`config.mk`:
```
export PLATFORM = sky130hd
export DESIGN_NAME = exh_stim_seq
export DESIGN_NICKNAME = d
export VERILOG_FILES = /design/src/rtl/exh_stim_seq.sv
export SDC_FILE = /design/constraint.sdc
export NUM_CORES = 1
export LEC_CHECK = 0
export CAP_MARGIN = 5
export CELL_PAD_IN_SITES_DETAIL_PLACEMENT = 1
export CELL_PAD_IN_SITES_GLOBAL_PLACEMENT = 1
export CORE_MARGIN = 5
export CORE_UTILIZATION = 38
export DETAILED_ROUTE_END_ITERATION = 6
export PLACE_DENSITY = 0.78
export SYNTH_ARGS = -nofsm -noshare
export SYNTH_HDL_FRONTEND = slang
export SYNTH_SLANG_ARGS = --single-unit
```
`constraint.sdc`:
```
create_clock -name clk -period 1.9 [get_ports clk]
set_input_delay 0.38 -clock clk [delete_from_list [all_inputs] [get_ports clk]]
set_output_delay 0.38 -clock clk [all_outputs]
set_load 0.01 [all_outputs]
```
`src/rtl/exh_stim_seq.sv`:
```
// ============================================================================
// Module   : exh_stim_seq
// Brief    : Exhaustive stimulus sequencer for a 4-input combinational DUT.
//            Optional `SIG_CHECK_EN adds an expected-signature comparator.
// Revision : 1.0
// ============================================================================
`default_nettype none

module exh_stim_seq #(
    parameter int              A_W   = 1,
    parameter int              B_W   = 1,
    parameter int              C_W   = 2,
    parameter int              D_W   = 2,
    parameter int              F_W   = 3,
    parameter int              DWELL = 10,
    parameter int              SIG_W = 16,
    parameter logic [SIG_W-1:0] POLY = 16'h1021,
    parameter logic [SIG_W-1:0] SEED = 16'hFFFF,
    localparam int             IW    = A_W + B_W + C_W + D_W
) (
    input  logic             clk,
    input  logic             rst_n,
    input  logic             start,
    input  logic             abort,
    output logic [A_W-1:0]   stim_a,
    output logic [B_W-1:0]   stim_b,
    output logic [C_W-1:0]   stim_c,
    output logic [D_W-1:0]   stim_d,
    input  logic [F_W-1:0]   dut_f,
`ifdef SIG_CHECK_EN
    input  logic [SIG_W-1:0] exp_sig,
    output logic             pass,
    output logic             fail,
`endif
    output logic             busy,
    output logic             done,
    output logic             sample_stb,
    output logic [IW-1:0]    vec_idx,
    output logic [SIG_W-1:0] sig
);

    localparam int            CW       = (DWELL > 1) ? $clog2(DWELL) : 1;
    localparam logic [CW-1:0] CNT_LOAD = CW'(DWELL - 1);
    localparam logic [IW-1:0] LAST_IDX = '1;

    generate
        if (DWELL < 1) begin : g_dwell_chk
            $error("exh_stim_seq: DWELL must be >= 1");
        end
        if (F_W > SIG_W) begin : g_fw_chk
            $error("exh_stim_seq: F_W must be <= SIG_W");
        end
    endgenerate

    typedef enum logic [1:0] {
        S_IDLE   = 2'd0,
        S_DWELL  = 2'd1,
        S_SAMPLE = 2'd2,
        S_DONE   = 2'd3
    } state_t;

    state_t           state_q;
    logic [CW-1:0]    cnt_q;
    logic [IW-1:0]    vec_idx_q;
    logic [SIG_W-1:0] sig_q;
    logic [SIG_W-1:0] sig_d;
    logic             busy_q;
    logic             done_q;
    logic             stb_q;
`ifdef SIG_CHECK_EN
    logic             pass_q;
    logic             fail_q;
`endif

    always_comb begin
        sig_d = {sig_q[SIG_W-2:0], 1'b0} ^ (sig_q[SIG_W-1] ? POLY : '0) ^ SIG_W'(dut_f);
    end

    always_ff @(posedge clk or negedge rst_n) begin
        if (!rst_n) begin
            state_q   <= S_IDLE;
            cnt_q     <= '0;
            vec_idx_q <= '0;
            sig_q     <= '0;
            busy_q    <= 1'b0;
            done_q    <= 1'b0;
            stb_q     <= 1'b0;
`ifdef SIG_CHECK_EN
            pass_q    <= 1'b0;
            fail_q    <= 1'b0;
`endif
        end else begin
            stb_q <= 1'b0;
            case (state_q)
                S_IDLE, S_DONE: begin
                    if (abort) begin
`ifdef SIG_CHECK_EN
                        pass_q <= 1'b0;
                        fail_q <= 1'b0;
`endif
                    end else if (start) begin
                        state_q   <= S_DWELL;
                        vec_idx_q <= '0;
                        cnt_q     <= CNT_LOAD;
                        sig_q     <= SEED;
                        busy_q    <= 1'b1;
                        done_q    <= 1'b0;
`ifdef SIG_CHECK_EN
                        pass_q    <= 1'b0;
                        fail_q    <= 1'b0;
`endif
                    end
                end
                S_DWELL: begin
                    if (abort) begin
                        state_q   <= S_IDLE;
                        vec_idx_q <= '0;
                        busy_q    <= 1'b0;
                    end else if (cnt_q == '0) begin
                        state_q <= S_SAMPLE;
                        stb_q   <= 1'b1;
                    end else begin
                        cnt_q <= cnt_q - 1'b1;
                    end
                end
                S_SAMPLE: begin
                    // An abort here discards the pending capture.
                    if (abort) begin
                        state_q   <= S_IDLE;
                        vec_idx_q <= '0;
                        busy_q    <= 1'b0;
                    end else begin
                        sig_q <= sig_d;
                        if (vec_idx_q == LAST_IDX) begin
                            state_q   <= S_DONE;
                            vec_idx_q <= '0;
                            busy_q    <= 1'b0;
                            done_q    <= 1'b1;
`ifdef SIG_CHECK_EN
                            pass_q    <= (sig_d == exp_sig);
                            fail_q    <= (sig_d != exp_sig);
`endif
                        end else begin
                            state_q   <= S_DWELL;
                            vec_idx_q <= vec_idx_q + 1'b1;
                            cnt_q     <= CNT_LOAD;
                        end
                    end
                end
                default: state_q <= S_IDLE;
            endcase
        end
    end

    // Stimulus tracks vec_idx, which is already zero outside a run.
    assign {stim_d, stim_c, stim_b, stim_a} = vec_idx_q;

    assign busy       = busy_q;
    assign done       = done_q;
    assign sample_stb = stb_q;
    assign vec_idx    = vec_idx_q;
    assign sig        = sig_q;
`ifdef SIG_CHECK_EN
    assign pass       = pass_q;
    assign fail       = fail_q;
`endif

endmodule

`default_nettype wire

```
==> summary.json, run 1 <==
{
  "outcome": {
    "status": "completed"
  },
  "critical_path": {
    "cp.buffers_inverters": 2,
    "critical_path_class": "flop to flop",
    "crit_path_end_kind": "flop",
    "timing.critical_path.slowest_cell_delay_ps": 410,
    "startpoint_type": "flop",
    "timing.critical_path.arrival_ps": 2010,
    "worstPathRequired_ps": 2090,
    "r2r_start": "cnt_q[0]",
    "ff2ff_setup_slack_ps": 80,
    "r2r_end": "cnt_q[3]",
    "critical_path.cell_chain": "inv_1 -> ha_1 -> nor3b_4 -> o21ai_0 -> buf_4 -> and4_1 -> a311oi_1",
    "path_delay_family": "simple AND/OR/NAND/NOR gates",
    "cp_max_fo": 5,
    "r2r.worst_path.cells": 7,
    "slowest_cell_on_the_critical_path": "dfrtp_1"
  },
  "global_routing": {
    "grtUsageMet3_pct": 4.940,
    "use_met1_pct": 20.36,
    "grt_first_pass_wirelength_mm": 7.217,
    "vias_in_the_first_global_route": 1471,
    "grtUsageTotal_pct": 17.33,
    "groute.layer.met2.usage_pct": 29.76,
    "antenna_violations_before_repair": 0,
    "pin_count_of_the_biggest_net_entering_global_routing": 32,
    "top_usage_layer": "met2",
    "grt.overflow.total": 0
  },
  "layout": {
    "layout.cells.non_filler": 246,
    "sequential_cell_area_in_the_final_layout_um2": 775.7,
    "n_fill_cell": 437,
    "areaGrowthSynthToFinish_pct": 39.42,
    "multi_input_area_um2": 733.2,
    "fin_nets": 207,
    "antenna_cells_inserted": 0,
    "layout-drive-gt1-share_pct": 20.41
  },
  "placed_design": {
    "dp.cells": 238,
    "buffers_on_ports": 37,
    "post-place-ws_ps": -67.04,
    "gp_congestion": 0.7270,
    "place.detailed.hpwl_mm": 3.062
  },
  "drt": {
    "remaining_drc_errors": 0,
    "finalWirelength_mm": 4.256,
    "routed-via-count": 1328,
    "drt-vias-per-instance": 5.398,
    "dr.first_iter.drc_count": 46,
    "ant_nets": 0,
    "detail_route.first_pass.iterations": 4,
    "avgRoutedWirePerCell_um": 17.30
  },
  "power_and_ir_drop": {
    "powerDensity_nw_per_um2": 916.9,
    "power.leakage_nw": 0.8731,
    "vdd_drop_max_v": 0.0005384,
    "total_power_w": 0.002033
  },
  "floorplanning": {
    "fp-row-count": 23,
    "floorplan.die.width_um": 74.69,
    "start_util_pct": 39.47,
    "die-height_um": 74.69,
    "io-pin-count": 38,
    "core_region_area_um2": 4029,
    "fp.dieArea_um2": 5579
  },
  "clocking": {
    "cts-root-to-sink-buffers": 2,
    "clock_tree.htree_level_count": 2,
    "clock_latency_ps": 290,
    "clock-root-buffer": "clkbuf_8",
    "clock_sinks": 31,
    "cts_clock_pin_slew_for_the_worst_setup_and_hold_paths_ps": 70,
    "clock_tree_from_tritoncts": "built",
    "tritoncts.num_buffers": 5,
    "holdBufCountCts": 0
  },
  "logic_synthesis": {
    "synth_seq_area_share_pct": 48.78,
    "postSynthRegisterBits": 31,
    "syn_inst": 142,
    "synth.distinct_cells": 44,
    "yosysWarningCount": 0,
    "postSynthNetCount": 154,
    "syn_area_per_cell_um2": 11.20,
    "netlist_area_um2": 1590
  },
  "worst_hold_path": {
    "timing.hold.worst.class": "input pin to async pin"
  },
  "sta": {
    "slew_viol_final": 0,
    "finalCriticalPeriod_ps": 1819,
    "fin_crit_sh_pct": 95.74,
    "fin_tns_setup_ps": 0,
    "maxClockFrequency_ghz": 0.5497,
    "post_route_skew_ps": 3.850,
    "setup_viol_count_final": 0,
    "hold-worst-slack_ps": 473.7,
    "rel_slew_slack_pct": 74.02,
    "setup_slack_ps": 80.93,
    "worst-slew-pin-transition_ps": 389.7,
    "final-hold-violation-count": 0
  },
  "flow_run": {
    "max_cap_violations": 0
  }
}
## how the worst max path moves through the flow
stage,from,to,slack (ps),cells after the start
2_1_floorplan,vec_idx[0],cnt_q[0],100,5
3_3_place_gp,abort,busy,-3,5
3_5_place_dp,abort,vec_idx[4],-70,5
4_1_cts,cnt_q[0],cnt_q[3],60,7
5_1_grt,cnt_q[0],cnt_q[3],-40,7
6_report,cnt_q[0],cnt_q[3],80,7
## flip-flops by register name (all words and copies together), names as in the netlist
signal / flops
sig: 16
busy: 1
cnt_q: 4
vec_idx: 6
state_q: 2
done: 1
sample_stb: 1
## per-stage QoR
stage	area (um2)	util [%]
2_1_floorplan	1590	-
3_3_place_gp	2118	52.58
6_report	2217	55.03
3_5_place_dp	2118	52.58
4_1_cts	2207	54.78
5_1_grt	2217	55.03
## metal layers
metal	part of all wire, %	vias to the layer above
met3	3.7	8
met5	0	-
met4	1.9	0
li1	-	629
met2	52	24
met1	42	667
## cells by family (layout without fill, tap and decap cells)
group / count (synthesis) / count (layout) / synth area share [%]
adders and majority gates: 5 / 5 / 3.934
buffers and inverters: 16 / 70 / 5.744
muxes: 4 / 4 / 2.911
AOI/OAI and AO/OA: 42 / 42 / 20.22
DFF: 31 / 31 / 48.78
and+or+nand+nor: 38 / 38 / 15.11
xor gates and xnor gates: 6 / 6 / 3.305
## cells in the mapped netlist (all sizes together)
master   count  area, um2
nand3        2      10.01
nand4        2      12.51
a22oi        1      7.510
nor2         9      38.79
o21ai        9      45.04
nor3b        1      12.51
and4         2      17.52
buf          9      65.06
nand3b       1      7.510
a21o         1      15.01
dfrtp       31      775.7
o221ai       1      8.760
nor3         2      10.01
inv          7      26.28
o22a        14      122.6
a2111oi      1      8.760
ha           5      62.56
xor2         3      26.28
o22ai        1      6.260
a221o        1      10.01
a41oi        1      8.760
nor2b        1      8.760
a2bb2oi      1      8.760
a21oi        3      15.01
mux2         2      26.27
and2         3      18.77
a311oi       1      8.760
nand2b       6      52.55
a21bo        1      10.01
nand2        7      33.78
o21bai       1      7.510
o31ai        1      7.510
mux2i        2      20.02
a211oi       1      12.51
and3         2      17.52
xnor2        3      26.28
a31oi        3      18.77
## layout make-up
| type | count | share of cell area (%) |
|---|---|---|
| multi-input combinational | 95 | 33.07 |
| sequential | 31 | 34.99 |
| clock inverter | 3 | 0.9029 |
| tap | 50 | 2.822 |
| timing repair buffer | 55 | 23.93 |
| clock buffer | 5 | 3.104 |
| inverter | 7 | 1.185 |
## cell usage in the layout, fill, tap and decap left out, types with 2 or more instances in the layout
cell type,instances
inv_1,7
buf_4,16
buf_12,2
nand2b_4,2
a21oi_1,3
a31oi_1,3
nor2_1,7
clkdlybuf4s50_1,37
clkbuf_8,5
xnor2_1,3
and4_1,2
and2_1,3
nand2b_1,4
nor2_2,2
nor3_1,2
mux2i_1,2
nand3_1,2
dfrtp_1,31
nand2_1,6
o22a_1,14
o21ai_0,8
xor2_1,3
nand4_1,2
ha_1,4
clkinvlp_4,2
## power by group
| part | total [W] | leakage (nW) | internal (W) | switching (W) |
|---|---|---|---|---|
| Combinational | 0.000726 | 0.497 | 0.000364 | 0.000362 |
| Clock | 0.000518 | 0.0402 | 0.000254 | 0.000264 |
| Sequential | 0.000788 | 0.336 | 0.000725 | 0.0000634 |
## timing repair
action / in CTS / in global routing
hold endpoints to repair: 0 / 0
gates resized for setup: 0 / 3
setup endpoints to repair: 0 / 12
buffers inserted: 0 / 0
(Power assumes the default switching activity.)
==> inputs of run 2 (changes only) <==
--- a/config.mk
+++ b/config.mk
@@ -8,10 +8,10 @@
 export CAP_MARGIN = 5
 export CELL_PAD_IN_SITES_DETAIL_PLACEMENT = 1
 export CELL_PAD_IN_SITES_GLOBAL_PLACEMENT = 1
-export CORE_MARGIN = 5
 export CORE_UTILIZATION = 38
 export DETAILED_ROUTE_END_ITERATION = 6
 export PLACE_DENSITY = 0.78
+export SKIP_LAST_GASP = 1
 export SYNTH_ARGS = -nofsm -noshare
 export SYNTH_HDL_FRONTEND = slang
 export SYNTH_SLANG_ARGS = --single-unit
==> run 2 against run 1 <==
Compared with the run above:
- die area fell by 20%
- first-iteration DRC count increased by 35%
- critical path depth unchanged
- critical path type unchanged
==> summary.json, run 2 (synthesis results as in run 1) <==
{
  "sta": {
    "slew_viol_final": 0,
    "final-hold-violation-count": 0,
    "maxClockFrequency_ghz": 0.5512,
    "setup_viol_count_final": 0,
    "post_route_skew_ps": 5.742,
    "finalCriticalPeriod_ps": 1814,
    "rel_slew_slack_pct": 72.29,
    "worst-slew-pin-transition_ps": 414.7,
    "fin_crit_sh_pct": 95.49,
    "fin_tns_setup_ps": 0,
    "unrepaired_setup_endpoints_after_global_routing": "no"
  },
  "drt": {
    "remaining_drc_errors": 0,
    "finalWirelength_mm": 4.524,
    "dr.first_iter.drc_count": 62,
    "routed-via-count": 1352,
    "ant_nets": 0,
    "detail_route.first_pass.iterations": 4,
    "avgRoutedWirePerCell_um": 18.32,
    "drt-vias-per-instance": 5.474
  },
  "clocking": {
    "cts-root-to-sink-buffers": 2,
    "clock-root-buffer": "clkbuf_8",
    "post_cts_resized": 0,
    "clock_latency_ps": 280,
    "post-cts-setup-buffers": 0,
    "clock_tree_from_tritoncts": "built",
    "cts_clock_pin_slew_for_the_worst_setup_and_hold_paths_ps": 70,
    "tritoncts.num_buffers": 5,
    "clock_sinks": 31,
    "clock_tree.htree_level_count": 2,
    "holdBufCountCts": 0
  },
  "layout": {
    "largest_reg_flops": 16,
    "antenna_cells_inserted": 0,
    "areaGrowthSynthToFinish_pct": 42.64,
    "fin_nets": 208,
    "commonest_non_fill_non_tap_cells_in_the_layout": "clkdlybuf4s50_1 (37), dfrtp_1 (31), buf_4 (17), o22a_1 (14), o21ai_0 (8)",
    "layout.cells.most_common": "clkdlybuf4s50_1",
    "layout-drive-gt1-share_pct": 20.30,
    "layout.cell_area.non_filler_um2": 2268
  },
  "critical_path": {
    "timing.critical_path.arrival_ps": 2000,
    "startpoint_type": "flop",
    "critical_path_class": "flop to flop",
    "worstPathRequired_ps": 2080,
    "crit_path_end_kind": "flop",
    "cp_max_fo": 5
  },
  "floorplanning": {
    "io-pin-count": 38,
    "core_region_area_um2": 4000,
    "floorplan.die.width_um": 66.69,
    "fp.dieArea_um2": 4448,
    "die-height_um": 66.69,
    "start_util_pct": 39.76,
    "fp-row-count": 23
  },
  "global_routing": {
    "grt_first_pass_wirelength_mm": 7.396,
    "antenna_violations_before_repair": 0,
    "grtUsageTotal_pct": 23.18,
    "vias_in_the_first_global_route": 1447,
    "grt.overflow.total": 0,
    "pin_count_of_the_biggest_net_entering_global_routing": 32
  },
  "flow_run": {
    "max_cap_violations": 0
  },
  "power_and_ir_drop": {
    "vdd_drop_max_v": 0.0008043,
    "power.leakage_nw": 0.9035,
    "total_power_w": 0.002311,
    "powerDensity_nw_per_um2": 1019
  },
  "placed_design": {
    "buffers_on_ports": 37,
    "dpl-instance-area_um2": 2126,
    "place.detailed.hpwl_mm": 2.975,
    "gp_congestion": 0.8224
  },
  "worst_hold_path": {
    "timing.hold.worst.class": "input pin to async pin"
  },
  "outcome": {
    "status": "completed"
  }
}
## run 2: changes by cell type in the layout (fill, tap and decap cells not counted)
| cell | change |
|---|---|
| clkinvlp_4 | -2 |
| buf_4 | +1 |
| clkinv_2 | -1 |
| clkbuf_1 | +1 |
| bufinv_16 | +2 |
## run 2: power breakdown
part | switching (W) | internal, W
logic | 0.000376 | 0.000370
clock network | 0.000257 | 0.000524
registers | 0.0000593 | 0.000725
total | 0.000692 | 0.00162
## run 2: critical path, cell delays in order, from the launching register on
cell	delay (ps)
dfrtp_1	410
inv_1	100
ha_1	160
nor3b_4	280
o21ai_0	160
buf_4	170
and4_1	180
a311oi_1	250
## run 2: per-stage QoR
stage / hold WS (ps) / worst slack (ps) / util, % / cells
5_1_grt: 525.4 / 10.95 / 56.71 / 247
4_1_cts: 506.6 / 87.67 / 56.46 / 247
2_1_floorplan: 84.41 / 103.2 / - / 142
3_3_place_gp: 492.9 / -23.47 / 53.14 / 239
6_report: 492.1 / 85.78 / 56.71 / 247
3_5_place_dp: 499.4 / -37.29 / 53.14 / 239
## run 2: final cells by class
cell class / count / area (um2)
inverters: 7 / 26.28
fillers: 423 / 1732
well taps: 50 / 62.56
clock buffers: 6 / 72.57
flip-flops and latches: 31 / 775.7
repair buffers: 56 / 538.0
clock inverters: 2 / 60.06
multi-input cells: 95 / 733.2
## run 2: metal layers
layer / vias to the layer above / routed length (um) / global-route usage (%)
met5: - / 0 / 0
met1: 683 / 1938 / 27.76
met4: 0 / 121 / 8.511
li1: 620 / - / -
met3: 12 / 141 / 6.507
met2: 37 / 2322 / 39.14
## run 2: final timing paths
kind                       cells past startpoint  startpoint       end  slack, ps
max in group asynchronous                      2       rst_n  cnt_q[3]       1120
max reg2reg                                    7    cnt_q[0]  cnt_q[3]         90
min reg2reg                                    1        busy      busy        510
min                                            2       rst_n   sig[13]        490
min in group clk                               1        busy      busy        510
max                                            7    cnt_q[0]  cnt_q[3]         90
